**src/rtl/fxp_mac_pkg.sv**
```systemverilog
// Shared types and default widths for the fixed-point MAC sequencer.
// The derived widths below correspond to the default operand and result formats.
package fxp_mac_pkg;

    typedef enum logic [1:0] {
        ST_IDLE   = 2'd0,
        ST_ACCUM  = 2'd1,
        ST_RESIZE = 2'd2,
        ST_OUTPUT = 2'd3
    } state_t;

    localparam int DEF_WI      = 5;
    localparam int DEF_WF      = 11;
    localparam int DEF_WIO     = 6;
    localparam int DEF_WFO     = 11;
    localparam int DEF_MAX_LEN = 16;

    localparam int PROD_W   = 2 * (DEF_WI + DEF_WF);
    localparam int ACC_W    = PROD_W + $clog2(DEF_MAX_LEN);
    localparam int ACC_FRAC = 2 * DEF_WF;
    localparam int OUT_W    = DEF_WIO + DEF_WFO;

endpackage

```
**src/rtl/fxp_acc_resize.sv**
```systemverilog
// Combinational conversion of the guarded accumulator into the result format,
// with overflow/underflow detection and independent integer/fraction saturation.
module fxp_acc_resize #(
    parameter int WI    = 5,
    parameter int WF    = 11,
    parameter int WIO   = 6,
    parameter int WFO   = 11,
    parameter int GUARD = 4
) (
    input  logic [2*(WI+WF)+GUARD-1:0] acc_i,
    input  logic                       of_sat_en_i,
    input  logic                       uf_sat_en_i,
    output logic [WIO+WFO-1:0]         data_o,
    output logic                       overflow_o,
    output logic                       underflow_o
);

    localparam int AW = 2 * (WI + WF) + GUARD;
    localparam int AF = 2 * WF;
    localparam int AI = AW - AF;

    logic           sign;
    logic [WIO-1:0] int_trunc;
    logic [WFO-1:0] frac_trunc;
    logic           ovf;
    logic           unf;
    logic [WIO-1:0] int_f;
    logic [WFO-1:0] frac_f;

    assign sign = acc_i[AW-1];

    generate
        if (WIO < AI) begin : g_int_narrow
            // The result fits only if every bit from the result sign upwards equals the sign.
            logic [AI-WIO:0] top;
            assign top       = acc_i[AW-1 : AF+WIO-1];
            assign ovf       = !((&top) || !(|top));
            assign int_trunc = {sign, acc_i[AF+WIO-2 : AF]};
        end else begin : g_int_wide
            assign ovf       = 1'b0;
            assign int_trunc = WIO'($signed(acc_i[AW-1 : AF]));
        end

        if (AF > WFO) begin : g_frac_narrow
            assign frac_trunc = acc_i[AF-1 -: WFO];
            assign unf        = |acc_i[AF-WFO-1 : 0];
        end else if (AF == WFO) begin : g_frac_equal
            assign frac_trunc = acc_i[AF-1 : 0];
            assign unf        = 1'b0;
        end else begin : g_frac_wide
            assign frac_trunc = {acc_i[AF-1 : 0], {(WFO-AF){1'b0}}};
            assign unf        = 1'b0;
        end
    endgenerate

    // NOTE: every variable gets a default at the top of always_comb so no latch is inferred.
    always_comb begin
        int_f  = int_trunc;
        frac_f = frac_trunc;
        if (ovf && of_sat_en_i) begin
            int_f  = sign ? {1'b1, {(WIO-1){1'b0}}} : {1'b0, {(WIO-1){1'b1}}};
            frac_f = sign ? '0 : '1;
        end
        if (unf && uf_sat_en_i) begin
            frac_f = '1;
        end
    end

    assign data_o      = {int_f, frac_f};
    assign overflow_o  = ovf;
    assign underflow_o = unf;

endmodule

```
**src/rtl/fxp_mac_seq.sv**
```systemverilog
// Job sequencer for the shared multiply/accumulate/resize datapath: accepts len
// operand pairs, accumulates their products and presents one registered result.
module fxp_mac_seq
    import fxp_mac_pkg::*;
#(
    parameter int WI      = DEF_WI,
    parameter int WF      = DEF_WF,
    parameter int WIO     = DEF_WIO,
    parameter int WFO     = DEF_WFO,
    parameter int MAX_LEN = DEF_MAX_LEN,
    parameter int LEN_W   = $clog2(MAX_LEN + 1),
    parameter int GUARD   = $clog2(MAX_LEN)
) (
    input  logic                        clk,
    input  logic                        reset,
    input  logic                        start,
    input  logic [LEN_W-1:0]            len,
    input  logic                        of_sat_en,
    input  logic                        uf_sat_en,
    input  logic signed [WI+WF-1:0]     a_data,
    input  logic signed [WI+WF-1:0]     b_data,
    input  logic                        in_valid,
    output logic                        in_ready,
    output logic signed [WIO+WFO-1:0]   out_data,
    output logic                        out_valid,
    input  logic                        out_ready,
    output logic                        out_overflow,
    output logic                        out_underflow,
    output logic                        busy
);

    localparam int PW = 2 * (WI + WF);
    localparam int AW = PW + GUARD;
    localparam int OW = WIO + WFO;

    state_t                state_q;
    logic [LEN_W-1:0]      len_q;
    logic [LEN_W-1:0]      cnt_q;
    logic                  of_sat_q;
    logic                  uf_sat_q;
    logic signed [AW-1:0]  acc_q;
    logic signed [AW-1:0]  acc_d;
    logic signed [PW-1:0]  prod;
    logic                  in_ready_q;
    logic                  out_valid_q;
    logic [OW-1:0]         out_data_q;
    logic                  ovf_q;
    logic                  unf_q;
    logic                  busy_q;
    logic                  last_pair;
    logic [OW-1:0]         res_data;
    logic                  res_ovf;
    logic                  res_unf;

    assign prod      = a_data * b_data;
    assign acc_d     = acc_q + AW'(prod);
    assign last_pair = (cnt_q == len_q - LEN_W'(1));

    fxp_acc_resize #(
        .WI    (WI),
        .WF    (WF),
        .WIO   (WIO),
        .WFO   (WFO),
        .GUARD (GUARD)
    ) u_resize (
        .acc_i       (acc_q),
        .of_sat_en_i (of_sat_q),
        .uf_sat_en_i (uf_sat_q),
        .data_o      (res_data),
        .overflow_o  (res_ovf),
        .underflow_o (res_unf)
    );

    // NOTE: sequential state uses <= only; the accumulator is a plain register and is reset with the rest.
    always_ff @(posedge clk or negedge reset) begin
        if (!reset) begin
            state_q     <= ST_IDLE;
            len_q       <= '0;
            cnt_q       <= '0;
            of_sat_q    <= 1'b0;
            uf_sat_q    <= 1'b0;
            acc_q       <= '0;
            in_ready_q  <= 1'b0;
            out_valid_q <= 1'b0;
            out_data_q  <= '0;
            ovf_q       <= 1'b0;
            unf_q       <= 1'b0;
            busy_q      <= 1'b0;
        end else begin
            case (state_q)
                ST_IDLE: begin
                    if (start && (len != '0)) begin
                        len_q      <= len;
                        of_sat_q   <= of_sat_en;
                        uf_sat_q   <= uf_sat_en;
                        acc_q      <= '0;
                        cnt_q      <= '0;
                        in_ready_q <= 1'b1;
                        busy_q     <= 1'b1;
                        state_q    <= ST_ACCUM;
                    end
                end
                ST_ACCUM: begin
                    if (in_valid && in_ready_q) begin
                        acc_q <= acc_d;
                        cnt_q <= cnt_q + LEN_W'(1);
                        if (last_pair) begin
                            in_ready_q <= 1'b0;
                            state_q    <= ST_RESIZE;
                        end
                    end
                end
                ST_RESIZE: begin
                    out_data_q  <= res_data;
                    ovf_q       <= res_ovf;
                    unf_q       <= res_unf;
                    out_valid_q <= 1'b1;
                    state_q     <= ST_OUTPUT;
                end
                ST_OUTPUT: begin
                    if (out_ready) begin
                        out_valid_q <= 1'b0;
                        busy_q      <= 1'b0;
                        state_q     <= ST_IDLE;
                    end
                end
                default: state_q <= ST_IDLE;
            endcase
        end
    end

    assign in_ready      = in_ready_q;
    assign out_valid     = out_valid_q;
    assign out_data      = out_data_q;
    assign out_overflow  = ovf_q;
    assign out_underflow = unf_q;
    assign busy          = busy_q;

endmodule

```
**config.mk**
```make
export PLATFORM = sky130hd
export DESIGN_NAME = fxp_mac_seq
export DESIGN_NICKNAME = d
export VERILOG_FILES = /design/src/rtl/fxp_mac_pkg.sv /design/src/rtl/fxp_acc_resize.sv /design/src/rtl/fxp_mac_seq.sv
export SDC_FILE = /design/constraint.sdc
export NUM_CORES = 1
export LEC_CHECK = 0
export ABC_AREA = 1
export CORE_UTILIZATION = 50
export CTS_BUF_LIST = sky130_fd_sc_hd__clkbuf_8
export CTS_CLUSTER_SIZE = 28
export DETAILED_ROUTE_END_ITERATION = 8
export HOLD_SLACK_MARGIN = 0.03
export PLACE_DENSITY_LB_ADDON = 0.1
export SYNTH_ARGS = -nofsm -noshare
export SYNTH_HDL_FRONTEND = slang
export SYNTH_SLANG_ARGS = --single-unit
```
**constraint.sdc**
```tcl
create_clock -name clk -period 4.16 [get_ports clk]
set_input_delay 1.248 -clock clk [delete_from_list [all_inputs] [get_ports clk]]
set_output_delay 1.248 -clock clk [all_outputs]
set_load 0.02 [all_outputs]
```
Yosys cells after proc, flatten, opt, wreduce, memory -nomap -nowiden:

Index checks and enable logic that the tools add are counted.

* bits in latches: 0
* memories: 0
* output and inout bits: 22
* word-level logic and storage cells: 68
* input port bits: 44
* bits in writable memories: 0
* register bits: 72
* bits in read-only memories: 0

* divide/modulo/power cells: 0
* magnitude comparators: 0
* shift operators: 0
* $mul: 1
* reduce and logical (&&, ||, !) cells: 21
* add/sub/neg operators: 3
* muxes and demuxes: 23
* bitwise logic cells: 0
* equality and inequality tests: 8

Operators by type and width (count)
* 36-bit two-way mux: 2
* 36-bit case mux with 2 select lines: 1
* 36-bit by 32-bit adder with 36-bit output: 1
* 11-bit two-way mux: 3
* 16-bit by 16-bit multiplier with 32-bit output: 1
* 6-bit two-way mux: 2
* 11-bit OR reduction: 1
* 5-bit two-way mux: 2
* 5-bit case mux with 2 select lines: 1
* 9-bit AND reduction: 1
* 9-bit OR reduction: 1
* 2-bit two-way mux: 4
* 2-bit != test, second input constant: 4
* 2-bit case mux with 4 select lines: 1
* 4-bit AND reduction: 2
* 1-bit case mux with 2 select lines: 3
* 3-bit AND reduction: 2
* 2-bit nonzero test: 3
* 5-bit by 1-bit adder with 5-bit output, second input constant: 1
* 5-bit equality test: 1
* 5-bit nonzero test: 1
* 5-bit by 1-bit subtractor with 5-bit output, second input constant: 1
* 2-bit equality test, second input constant: 2
* 1-bit logical AND: 4
* 6 further kinds: 11

Longest topological paths before layout:

* word-level depth: 7
* gate-level depth with buffers: 28
* gate-level depth less buffers: 26

Modules after synthesis:

From an unflattened synthesis, not the netlist that was laid out.

* cell total of the unflattened synthesis: 2092
* area, all modules: 16180.5 um^2

By module, submodules not included
* fxp_mac_seq: area an instance 15821.4 um^2, cells an instance 2023, instances 1, seq. area each 1801.7 um^2
* fxp_acc_resize: area an instance 359.1 um^2, cells an instance 69, instances 1, seq. area each 0.0 um^2

Worst setup path after synthesis:

No wires, ideal clock.

* path type: input port to flip-flop
* start point: input port a_data[15]
* end point: register acc_q[35]
* required time: 4.043 ns
* setup time: 0.117 ns
* path buffers: 2
* slack: -2.322 ns
* stages: 21
* arrival time: 6.365 ns
* path through: buf_2 > clkbuf_1 > nand2_1 > fa_1 > fa_1 > fa_1 > inv_1 > fa_1 > inv_1 > fa_1 > fa_1 > inv_1 > ha_1 > nand2_1 > nor3_1 > and2_1 > nand2_1 > nand2_1 > nand2_1 > nand3_1 > nand2_1

* cells in the longest elaborated chain, start to end: 4

RTL lines
* start, declared: line fxp_mac_seq.sv:20 `input logic signed [WI+WF-1:0] a_data,`
* 16-bit by 16-bit multiplier with 32-bit output: line fxp_mac_seq.sv:55 `assign prod = a_data * b_data;`
* 36-bit by 32-bit adder with 36-bit output: line fxp_mac_seq.sv:56 `assign acc_d = acc_q + AW'(prod);`
* 36-bit two-way mux: line fxp_mac_seq.sv:104 `if (in_valid && in_ready_q) begin`
* 36-bit case mux with 2 select lines: line fxp_mac_seq.sv:90 `case (state_q)`
* end signal, assigned: line fxp_mac_seq.sv:82 `acc_q <= '0;`
* end signal, assigned: line fxp_mac_seq.sv:96 `acc_q <= '0;`
* end signal, assigned: line fxp_mac_seq.sv:105 `acc_q <= acc_d;`
* end, declared: line fxp_mac_seq.sv:41 `logic signed [AW-1:0] acc_q;`

No other way between the ends. The select of a mux whose other input is x is not followed.
A chain may end at the register's enable or synchronous reset.

Final worst setup path:

* start point: input port a_data[15]
* end point: register acc_q[34]

The elaborated chain is that of the path after synthesis.

==> results.md <==
- Status: finished with violations
- Failing checks: setup timing
- Clock sink total: 72
- Yosys cell types: 44
- Routed Antenna Nets: 0
- Via Count: 14100
- RSZ-0062 raised after global routing: yes
- Crit path DAT: 6.33 ns
- Worst setup path start: a_data[15]
- # IOs: 66
- Largest delay share family, worst path: adder cells
- Number of synthesis warnings: 0
- Setup CP Type: primary input to register
- Crit end category: register
- DIE WIDTH: 182 um
- Fillers: 2590
- Synth Instances: 2146
- Gr ovfl total: 0
- Via density: 4.95
- Pins Over Slew Limit: 0
- Clk slew on worst S/H paths: 0.09 ns
- Routed Wire Length: 46.7 mm
- Top cell type's share of synthesized area: 38.9%
- Final core occ: 69.3%
- Row Count: 65
- Clk_lat worst skew: 0.37 ns
- Worst flop-to-flop path endpoint: acc_q[30]
- Tot GR Track Use: 29.9%
- Critical path required time: 4.43 ns
- Post-synth top cells: inv_1, nand2_1, fa_1
- Setup crit start kind: primary input
- Min Tclk post-route: 6.06 ns
- Buf+Inv Stages, Crit Path: 8
- First-pass GRT wire length: 77.2 mm
- Multi-input gate area: 0.0134 mm^2
- Syn nets: 2617
- Worst path most repeated cell: buf_12
- Syn Std Cell Area: 0.0161 mm^2
- FF-to-FF path depth: 21
- Largest net degree at the start of global routing: 73
- Avg Cell Area, Syn: 7.52 um^2
- Share of layout cells above drive strength 1: 31.2%
- WL/cell: 16.4 um
- PortBufs: 65
- Final setup fails: 32
- DIE AREA: 0.0330 mm^2
- Core area: 0.0316 mm^2
- Cell taking the most area after synthesis: fa_1
- Die height: 182 um
- Worst-Margin Slew: 0.995 ns
- Via count of the first global-routing pass: 15000
- R2R Setup Slk: -0.48 ns
- Crit path depth: 24
- CP cell instances: buf_12 -> buf_12 -> nand2_4 -> fa_2 -> fa_2 -> buf_12 -> buf_12 -> fa_2 -> inv_2 -> buf_6 -> fa_1 -> fa_1 -> inv_2 -> fa_1 -> inv_2 -> ha_4 -> nand2_4 -> nor3_4 -> and2_4 -> nand2_4 -> nand2_1 -> nand2_1 -> nand3_1 -> nand2_1
- Synthesis-to-layout area growth: 35.7%
- CP max stage delay: 0.60 ns
- CTS buffer count: 9
- Routability congestion estimate from global placement: 0.969
- Initial Util: 51.0%
- Dominant synthesized flop cell: dfrtp_1
- Drt first pass iters: 5
- Post-synth EDFFs: 0
- Initial antenna violation count: 0
- Final Net Count: 2905
- DRC Markers: 0
- Post-synthesis async set-or-reset flop share: 100%
- Register Area: 0.00180 mm^2
- CTS max path bufs: 2
- Max-slew headroom: 33.7%
- Fin. Hold Viols: 0
- Max cap viols: 0
- Root Buffer: clkbuf_8
- ANT cells: 0
- H-Tree Depth: 3
- Sequential area share after synthesis: 11.2%
- DP HPWL: 35.9 mm
- Start of the worst register-to-register path: acc_q[15]
- Setup Skew: 0.0119 ns
- CTS tree: built
- CTS Hold Buffers Added: 0
- Tcrit/Tclk final: 146%
- Fmax: 165 MHz
- Synth top area cells: fa_1, inv_1, nand2_1, dfrtp_1, ha_1
- Initial DRC Count: 786
- Synthesized flop and latch total: 72
- Worst Setup Slack, final: -1.90 ns
- Crit Path Max Fanout: 4
- Worst Hold Class: register to register
- Worst setup path endpoint: acc_q[34]
- Worst path slowest cell: fa_2
## metal layers
layer	part of all wire, %	up-vias	global-route usage (%)
met2	49	380	50.0
li1	-	6638	-
met4	2.9	0	8.17
met1	44	6949	41.2
met5	0	-	0
met3	4.9	92	3.43
## registers in the layout, summed over array words and instances (netlist names)
| name | cells |
|---|---|
| acc_q | 36 |
| out_data | 17 |
| cnt_q | 5 |
| len_q | 5 |
| state_q | 2 |
| busy | 1 |
| in_ready | 1 |
| of_sat_q | 1 |
| out_overflow | 1 |
| out_underflow | 1 |
| out_valid | 1 |
| uf_sat_q | 1 |
## placed cells by master, fill, tap and decap left out, types with 4 or more instances in the layout
master and n:
inv_1 527, nand2_1 492, fa_1 283, buf_4 181, inv_2 102, nand2_2 89
nor2_1 89, buf_6 74, dfrtp_1 72, ha_1 71, nand2_4 55, ha_4 41
nand3_1 39, clkdlybuf4s50_1 32, fa_2 31, buf_12 25, nor2_4 22, o21ai_1 21
nand3_2 18, buf_2 17, buf_8 13, a21oi_2 11, a21oi_4 10, clkbuf_8 10
nor2_2 9, nand4_1 8, o21ai_0 8, inv_4 7, a22o_1 6, a21oi_1 6
nor3_4 5, nand3b_1 5, buf_16 5, xor2_1 4
## layout make-up
cell class | count | area share [%]
Multi-Input combinational cell | 1358 | 61.1
Timing Repair Buffer | 353 | 16.2
Inverter | 640 | 11.1
Sequential cell | 72 | 8.22
Tap cell | 402 | 2.30
Clock buffer | 10 | 0.628
Clock inverter | 6 | 0.417
## worst min path at each step
stage,start,cells past startpoint,to
after floorplan,uf_sat_q,2,uf_sat_q
after global placement,out_data[14],2,out_data[14]
after detailed placement,out_data[13],2,out_data[13]
after CTS,uf_sat_q,2,uf_sat_q
after global routing,out_valid,1,out_valid
final,out_data[13],2,out_data[13]
## logic make-up (layout without fill, tap and decap cells)
kind of cell             Yosys count  in the layout  share of synthesized area [%]
adder cells (fa/ha/maj)          427            427                           47.7
AND/OR/NAND/NOR                  852            852                           21.4
AO/OA/AOI/OAI                     69             69                           2.39
flip-flops                        72             72                           11.2
buffers and inverters            716           1009                           16.8
XOR/XNOR                          10             10                          0.542
## worst register-to-register path, stage by stage, from the launching register on
cell	delay, ns
dfrtp_1	0.38
inv_1	0.09
fa_2	0.60
inv_1	0.07
fa_1	0.53
fa_1	0.44
fa_1	0.55
inv_1	0.05
fa_1	0.52
inv_2	0.05
ha_4	0.31
nand2_4	0.07
buf_6	0.12
nor2_4	0.12
buf_6	0.12
buf_4	0.10
and3_1	0.13
nand2_1	0.07
nand2_1	0.07
nand2_1	0.05
nand3_1	0.06
nand2_1	0.06
## metrics by stage
step                      setup TNS (ns)  std cells  hold WS (ns)  area [um^2]  setup slack, ns
after floorplan                   -45.61       2146         0.449        17400            -1.84
after global placement            -73.07       2701         0.467        19200            -2.64
after detailed placement          -73.28       2701         0.464        19200            -2.64
after CTS                         -47.49       2815         0.491        21100            -1.86
after global routing              -52.92       2841         0.520        21900            -2.02
final                             -48.23       2841         0.486        21900            -1.90
## what timing repair did
action	CTS	global route
pin swaps	213	180
setup endpoints to repair	33	32
gates cloned	11	0
buffers inserted	89	30
resized for setup	391	205
Power is not shown: default switching activity piles up to over one toggle a cycle in this logic, so the estimate is an artifact.
